$ cat config.mk
export PLATFORM = sky130hd
export DESIGN_NAME = edge_event_arbiter
export DESIGN_NICKNAME = d
export VERILOG_FILES = /design/src/rtl/edge_event_arbiter.sv
export SDC_FILE = /design/constraint.sdc
export NUM_CORES = 1
export LEC_CHECK = 0
export BUFFER_PORTS_ARGS = -buffer_cell sky130_fd_sc_hd__buf_2
export CAP_MARGIN = 20
export CORE_ASPECT_RATIO = 2
export CORE_MARGIN = 2
export CORE_UTILIZATION = 36
export CTS_CLUSTER_SIZE = 14
export DETAILED_ROUTE_END_ITERATION = 8
export PLACE_DENSITY_LB_ADDON = 0.15
export SETUP_SLACK_MARGIN = 0.15
export SKIP_CTS_REPAIR_TIMING = 1
export SYNTH_ARGS = -nofsm -noshare
export SYNTH_HDL_FRONTEND = slang
export SYNTH_SLANG_ARGS = --single-unit
$ cat constraint.sdc
create_clock -name clk -period 2.2 [get_ports clk]
set_clock_uncertainty 0.2 [all_clocks]
set_input_delay 0.22 -clock clk [delete_from_list [all_inputs] [get_ports clk]]
set_output_delay 0.22 -clock clk [all_outputs]
set_load 0.005 [all_outputs]
$ cat src/rtl/edge_event_arbiter.sv
// edge_event_arbiter: synchronised per-channel edge detection feeding one
// round-robin arbitrated event port with a valid/ready handshake.
// Ports:
//   clk, rst_n          clock, async active-low reset
//   data_in[N_CH]       raw asynchronous level inputs
//   rise_en/fall_en     per-channel edge detect enables
//   evt_valid/evt_ready handshake of the shared event port
//   evt_ch/evt_type     presented channel and type (0 rise, 1 fall)
//   ovf/ovf_clr         sticky per-channel overflow flag and its clear
module edge_event_arbiter #(
    parameter int N_CH = 4,
    parameter int CH_W = 2
) (
    input  logic            clk,
    input  logic            rst_n,
    input  logic [N_CH-1:0] data_in,
    input  logic [N_CH-1:0] rise_en,
    input  logic [N_CH-1:0] fall_en,
    output logic            evt_valid,
    input  logic            evt_ready,
    output logic [CH_W-1:0] evt_ch,
    output logic            evt_type,
    output logic [N_CH-1:0] ovf,
    input  logic [N_CH-1:0] ovf_clr
);

    typedef enum logic {IDLE, PRESENT} state_t;

    state_t          state;
    logic [N_CH-1:0] sync1;
    logic [N_CH-1:0] sync2;
    logic [N_CH-1:0] prev;
    logic [N_CH-1:0] rise_pend;
    logic [N_CH-1:0] fall_pend;
    // order[i] = 1 when the pending fall of channel i is older than its rise
    logic [N_CH-1:0] order;
    logic [N_CH-1:0] order_n;
    logic [CH_W-1:0] rr_ptr;
    logic [CH_W-1:0] rr_next;

    logic [N_CH-1:0] rise_det;
    logic [N_CH-1:0] fall_det;
    logic [N_CH-1:0] clr_rise;
    logic [N_CH-1:0] clr_fall;
    logic [N_CH-1:0] rise_keep;
    logic [N_CH-1:0] fall_keep;
    logic [N_CH-1:0] rise_new;
    logic [N_CH-1:0] fall_new;
    logic [N_CH-1:0] any_pend;
    logic            xfer;

    logic            found;
    logic [CH_W-1:0] pick;
    logic            pick_type;
    logic [CH_W:0]   sum;
    logic [CH_W-1:0] idx;

    assign rise_det = sync2 & ~prev & rise_en;
    assign fall_det = ~sync2 & prev & fall_en;
    assign xfer     = evt_valid & evt_ready;
    assign any_pend = rise_pend | fall_pend;

    always_comb begin
        clr_rise = '0;
        clr_fall = '0;
        for (int i = 0; i < N_CH; i++) begin
            clr_rise[i] = xfer && (evt_ch == CH_W'(i)) && !evt_type;
            clr_fall[i] = xfer && (evt_ch == CH_W'(i)) && evt_type;
        end
    end

    // keep: still pending after this cycle's transfer; new: detect that
    // lands in an empty slot (a detect into an occupied slot is dropped)
    assign rise_keep = rise_pend & ~clr_rise;
    assign fall_keep = fall_pend & ~clr_fall;
    assign rise_new  = rise_det & ~rise_keep;
    assign fall_new  = fall_det & ~fall_keep;

    // A newly queued type is younger than whatever type stays pending.
    assign order_n = (fall_new & ~rise_keep)
                   | (~fall_new & rise_new & fall_keep)
                   | (~fall_new & ~rise_new & order);

    // First pending channel at or after rr_ptr, wrapping at N_CH.
    always_comb begin
        found = 1'b0;
        pick  = '0;
        sum   = '0;
        idx   = '0;
        for (int k = 0; k < N_CH; k++) begin
            sum = {1'b0, rr_ptr} + (CH_W+1)'(k);
            if (sum >= (CH_W+1)'(N_CH)) begin
                sum = sum - (CH_W+1)'(N_CH);
            end
            idx = sum[CH_W-1:0];
            if (!found && any_pend[idx]) begin
                found = 1'b1;
                pick  = idx;
            end
        end
    end

    always_comb begin
        pick_type = fall_pend[pick];
        if (rise_pend[pick] && fall_pend[pick]) begin
            pick_type = order[pick];
        end
    end

    assign rr_next = (evt_ch == CH_W'(N_CH - 1)) ? '0 : evt_ch + CH_W'(1);

    always_ff @(posedge clk or negedge rst_n) begin
        if (!rst_n) begin
            sync1     <= '0;
            sync2     <= '0;
            prev      <= '0;
            rise_pend <= '0;
            fall_pend <= '0;
            order     <= '0;
            ovf       <= '0;
        end else begin
            sync1     <= data_in;
            sync2     <= sync1;
            prev      <= sync2;
            rise_pend <= rise_keep | rise_det;
            fall_pend <= fall_keep | fall_det;
            order     <= order_n;
            // set wins over clear
            ovf       <= (ovf & ~ovf_clr)
                       | (rise_det & rise_keep)
                       | (fall_det & fall_keep);
        end
    end

    always_ff @(posedge clk or negedge rst_n) begin
        if (!rst_n) begin
            state     <= IDLE;
            evt_valid <= 1'b0;
            evt_ch    <= '0;
            evt_type  <= 1'b0;
            rr_ptr    <= '0;
        end else begin
            unique case (state)
                IDLE: begin
                    if (found) begin
                        evt_valid <= 1'b1;
                        evt_ch    <= pick;
                        evt_type  <= pick_type;
                        state     <= PRESENT;
                    end
                end
                PRESENT: begin
                    if (evt_ready) begin
                        evt_valid <= 1'b0;
                        rr_ptr    <= rr_next;
                        state     <= IDLE;
                    end
                end
                default: state <= IDLE;
            endcase
        end
    end

endmodule

Word-level counts from Yosys, hierarchy flattened

Cells that the tools add are included.

Input bits: 19
Register bits: 35
Output and inout bits: 8

Bitwise logic cells: 34
Add/sub/neg operators: 8
Multiplexer cells: 34
Reduce and logical (&&, ||, !) cells: 24
$lt $le $gt $ge: 9
Eq/ne operators: 5

Operators by type and width:

| cell                | count |
|---|---|
| $and 4x4->4         | 16 |
| $not 4->4           | 9 |
| $or 4x4->4          | 7 |
| $mux 2              | 9 |
| $logic_and 1x1->1   | 16 |
| $mux 1              | 16 |
| $lt 2x3->1 const B  | 5 |
| $bmux 1 s2          | 7 |
| $ge 3x3->1 const B  | 3 |
| $sub 2x1->2 const B | 4 |
| $add 2x2->3 const B | 2 |
| $reduce_and 2->1    | 3 |
| $eq 2x2->1 const B  | 2 |
| $logic_not 1->1     | 4 |
| $ne 2x2->1 const B  | 2 |
| $pmux 1 s2          | 2 |
| $add 2x1->3 const B | 1 |
| $ge 2x3->1 const B  | 1 |
| $add 2x1->2 const B | 1 |
| $eq 2x1->1 const B  | 1 |
| $logic_not 2->1     | 1 |
| $and 1x1->1         | 1 |
| $not 1->1           | 1 |

Logic depth before layout (Yosys ltp)

Depth after elaboration: 18
Gate-level depth with buffers: 7
Gate-level depth less buffers: 7

Worst setup path before layout

OpenSTA, ideal clock, no wires.

Path kind: reg-to-reg
Start point: register fall_pend[2]
End point: register evt_type
Path slack: 479 ps
Arrival: 1,436 ps
Library setup time: 86 ps
Cell stages (with the launch flop): 6
Path through: dfrtp_1 -> nor2_2 -> o22ai_1 -> a211oi_2 -> mux2_1 -> o221ai_2

Word-level cells in the longest chain between the ends: 17

RTL lines:

| what                          | RTL line | source |
|---|---|---|
| start, declared               | 34       | `logic [N_CH-1:0] fall_pend;` |
| start signal, assigned        | 126      | `fall_pend <= fall_keep \| fall_det;` |
| $or 4x4->4                    | 61       | `assign any_pend = rise_pend \| fall_pend;` |
| $bmux 1 s2                    | 96       | `if (!found && any_pend[idx]) begin` |
| $mux 1 (implied by the code)  | 96       |  |
| $mux 1                        | 96       |  |
| $logic_not 1->1               | 96       |  |
| $logic_and 1x1->1             | 96       |  |
| $mux 1                        | 96       |  |
| $logic_not 1->1               | 96       |  |
| $logic_and 1x1->1             | 96       |  |
| $mux 1                        | 96       |  |
| $logic_not 1->1               | 96       |  |
| $logic_and 1x1->1             | 96       |  |
| $mux 2                        | 96       |  |
| $bmux 1 s2 (on tied branches) | 105, 104 |  |
| $mux 1 (on tied branches)     | 105, 104 |  |
| $logic_and 1x1->1             | 105      | `if (rise_pend[pick] && fall_pend[pick]) begin` |
| $mux 1                        | 105      |  |
| end signal, assigned          | 148      | `evt_type <= pick_type;` |
| end, declared                 | 22       | `output logic evt_type,` |

Several ways; a longest one is shown, not always the timed one. The select of a mux whose other input is x is not followed.
A chain may end at the register's enable or synchronous reset.

Final worst setup path

Start point: register rise_pend[2]
End point: register evt_type

Word-level cells in the longest chain between the ends: 17

RTL lines:

| what                          | RTL line | source |
|---|---|---|
| start, declared               | 33       | `logic [N_CH-1:0] rise_pend;` |
| start signal, assigned        | 125      | `rise_pend <= rise_keep \| rise_det;` |
| $or 4x4->4                    | 61       |  |
| $bmux 1 s2                    | 96       |  |
| $mux 1 (implied by the code)  | 96       |  |
| $mux 1                        | 96       |  |
| $logic_not 1->1               | 96       |  |
| $logic_and 1x1->1             | 96       |  |
| $mux 1                        | 96       |  |
| $logic_not 1->1               | 96       |  |
| $logic_and 1x1->1             | 96       |  |
| $mux 1                        | 96       |  |
| $logic_not 1->1               | 96       |  |
| $logic_and 1x1->1             | 96       |  |
| $mux 2                        | 96       |  |
| $bmux 1 s2 (on tied branches) | 105, 104 |  |
| $mux 1 (on tied branches)     | 105, 104 |  |
| $logic_and 1x1->1             | 105      |  |
| $mux 1                        | 105      |  |

Several ways; a longest one is shown, not always the timed one. The select of a mux whose other input is x is not followed.

==> summary.txt <==
GRT
  – First-pass GRT wire length: around 5400 um
  – GRT Total Usage: 0.147
  – Largest net degree at the start of global routing: 36
  – Initial antenna violation count: 0
  – Number of global-route vias before repair: roughly 1,200
  – Grt ovf: 0

Critical path
  – Reg2reg end: evt_type
  – Crit path kind: flop to flop
  – R2R Path Start: rise_pend[2]
  – R2R setup slack: approximately 310 ps
  – CP startpoint kind: flop
  – CP arrival: 1890 ps
  – Max FO, Critical Path: 6
  – Worst Setup SP: rise_pend[2]
  – Worst r2r path cells: 5
  – CP required: about 2200 ps
  – Crit. End Element: flop
  – Worst Setup EP: evt_type

Pwr
  – Pwr Total: between 2 and 2.5 mW
  – Switching Power: between 0.7 and 0.8 mW
  – Leakage: 0.901 nW
  – Pwr Density: ~1100 mW/mm^2
  – Clock power frac: 0.241
  – Cell Int Power: around 1.4 mW
  – Reg power frac: 0.465
  – Combinational share of power: 0.294
  – Sw Share: 0.358
  – Max IR drop VDD: between 0.5 and 0.6 mV

STA
  – Slew HR: 0.481
  – Max Fclk: between 500 and 600 MHz
  – Post-route clock period utilization: 0.857
  – # setup viols final: 0
  – Fin. max-slew vios: 0
  – RSZ-0062 raised after global routing: false
  – Final worst slack: 314 ps
  – Worst Tran Pin Value: 779 ps
  – Fin. Hold Viols: 0
  – Crit path time final: ~1900 ps
  – Setup TNS: 0 ps

Routing
  – Drt initial violations: 16
  – TritonRoute pass-1 iters: 4
  – Detailed-route DRC error count: 0
  – WL/cell: between 10 and 15 um
  – DR vias/cell: 5.12
  – Post-DRT Antenna Nets: 0
  – Via Count: around 1,200
  – Final WL: 3310 um

CTS
  – Worst-Skew Late Latency: around 280 ps
  – H-tree depth: 2
  – CTS clk-pin slew, worst paths: ~70 ps
  – Root Driver: clkbuf_8
  – Clock buffer depth: 2
  – CTS Buf Count: 5
  – Clock sinks: 35
  – CTS tree: built

Synthesis
  – Yosys top cell area share: 0.555
  – Synth Area in Adders: 0.0317
  – Asr flop ratio synth: 1.00
  – Synth warn: 0
  – Dominant cell type by area after synthesis: dfrtp_1
  – Dominant cells by area after synthesis: dfrtp_1 (55%), nand2_1 (7.1%), nand3b_1 (5.2%)
  – Prevailing post-synth register cell: dfrtp_1
  – Top-count cell post-synth: dfrtp_1
  – Main combinational cell family by area after synthesis: simple AND/OR/NAND/NOR gates
  – Compound-gate portion of the synthesized area: 0.158
  – Most instantiated cells after synthesis: dfrtp_1 (35), nand2_1 (30), nand3b_1 (11)
  – XOR/XNOR Fraction of Synth Area: 0
  – Mux share of post-synthesis cell area: 0.0277
  – Post-synthesis cell type count: 33
  – Mean Syn Cell Area: 10.7 um^2
  – Sequential area share after synthesis: 0.555
  – Synth Register Bits: 35
  – Simple-Gate Fraction of Synth Area: 0.206
  – Post-Synthesis Cells: between 100 and 150
  – Post-Syn Area: ~0.0016 mm^2
  – EDFF count, synth: 0
  – Syn nets: 170

Floorplan
  – Die Wd: about 50 um
  – Rows: 34
  – Ports: 27
  – Total Die Area: between 0.004 and 0.005 mm^2
  – Initial core utilization: 0.368
  – Die Ht: 97.7 um
  – Core area: around 0.0043 mm^2

Worst hold path
  – Worst Hold Class: input port to flop
  – Worst hold stages: 3
  – Hold Crit Start: fall_en[3]

Placement
  – Routability Congestion: approximately 0.83
  – Dpl ws: about 310 ps
  – DP HPWL: about 2500 um
  – DP Area: ~0.0018 mm^2
  – Buffers on Ports: 26

Layout
  – Final instance area: a little under 0.002 mm^2
  – Layout cells sized above 1: 0.226
  – Area Overhead vs Synth: 22.0%
  – Antenna cells: 0
  – Final net count: roughly 210
  – # fillers: slightly above 400

Outcome
  – Run status: completed

Job
  – Max-cap check violation count: 0
==> worst min-delay path by stage <==
stage | end | slack (ps)
after global routing | fall_pend[3] | 50
after floorplan | evt_ch[0] | -280
after detailed placement | sync1[3] | 130
final | fall_pend[3] | 20
after global placement | state | 130
after CTS | sync1[3] | -170
==> routing by layer <==
metal,GRT usage,share of wire,vias up
li1,-,-,592
met1,0.160,0.37,592
met2,0.236,0.54,30
met3,0.0354,0.034,14
met4,0.112,0.058,0
met5,0,0,-
==> layout by cell type (no fill, tap or decap) <==
| cell type | n |
|---|---|
| nor2_1 | 2 |
| o221ai_2 | 1 |
| or2_2 | 1 |
| o22ai_1 | 2 |
| a211oi_2 | 2 |
| a211o_1 | 1 |
| ha_1 | 4 |
| and3b_1 | 2 |
| mux2_1 | 2 |
| dfrtp_1 | 35 |
| o221ai_1 | 4 |
| o21ai_0 | 10 |
| buf_2 | 26 |
| nand2b_1 | 6 |
| nor3_2 | 2 |
| and3_1 | 1 |
| a21oi_1 | 3 |
| o211ai_1 | 3 |
| dlygate4sd3_1 | 5 |
| o21a_1 | 2 |
| mux2i_1 | 1 |
| clkbuf_8 | 7 |
| a32oi_1 | 1 |
| nand2_1 | 30 |
| nor2b_1 | 1 |
| o21ai_1 | 1 |
| nand4_1 | 1 |
| o31ai_1 | 1 |
| nor2_2 | 1 |
| a21o_1 | 1 |
| nor2_4 | 1 |
| nand3b_1 | 11 |
| clkbuf_1 | 1 |
| inv_1 | 9 |
| o21bai_1 | 3 |
| mux2_2 | 1 |
| nand3_1 | 1 |
==> flip-flops by register name (all words and copies together) (netlist names) <==
signal,cells
fall_pend,4
order,4
sync2,4
evt_type,1
evt_valid,1
state,1
evt_ch,2
prev,4
rr_ptr,2
rise_pend,4
ovf,4
sync1,4
==> area by class of cell <==
cell class / instances / area [um^2] / share of cell area
clock buffers: 8 / 100 / 0.0519
inverters: 9 / 33.8 / 0.0175
multi-input cells: 103 / 669 / 0.347
flip-flops and latches: 35 / 876 / 0.455
well taps: 54 / 67.6 / 0.0351
repair buffers: 31 / 180 / 0.0935
==> power groups by stage <==
stage	Clock (mW)	Combinational [mW]	Sequential (mW)
finish	0.512	0.624	0.989
global route	0.552	0.700	1.02
CTS	0.526	0.623	0.993
detailed placement	0	0.618	1.00
global placement	0	0.596	0.990
floorplan	0	0.432	0.962
==> cell families after synthesis <==
| family | after synthesis |
|---|---|
| compound gates | 35 |
| fa+ha+maj | 4 |
| buf+inv | 9 |
| flops | 35 |
| mux | 4 |
| simple gates | 60 |
==> stage by stage <==
stage	hold WS [ps]	cells	utilization
final	22.5	240	0.448
after global routing	47.9	240	0.448
after CTS	-170	235	0.437
after detailed placement	129	227	0.414
after global placement	128	227	0.414
after floorplan	-276	147	-
==> worst max-delay path, cell delays in order, from the launching register on <==
cell and delay (ps):
dfrtp_1 420, nor2_2 240, o22ai_1 150, a211oi_2 290
mux2_1 360, o221ai_2 150
Power figures use the tool's default switching activity.
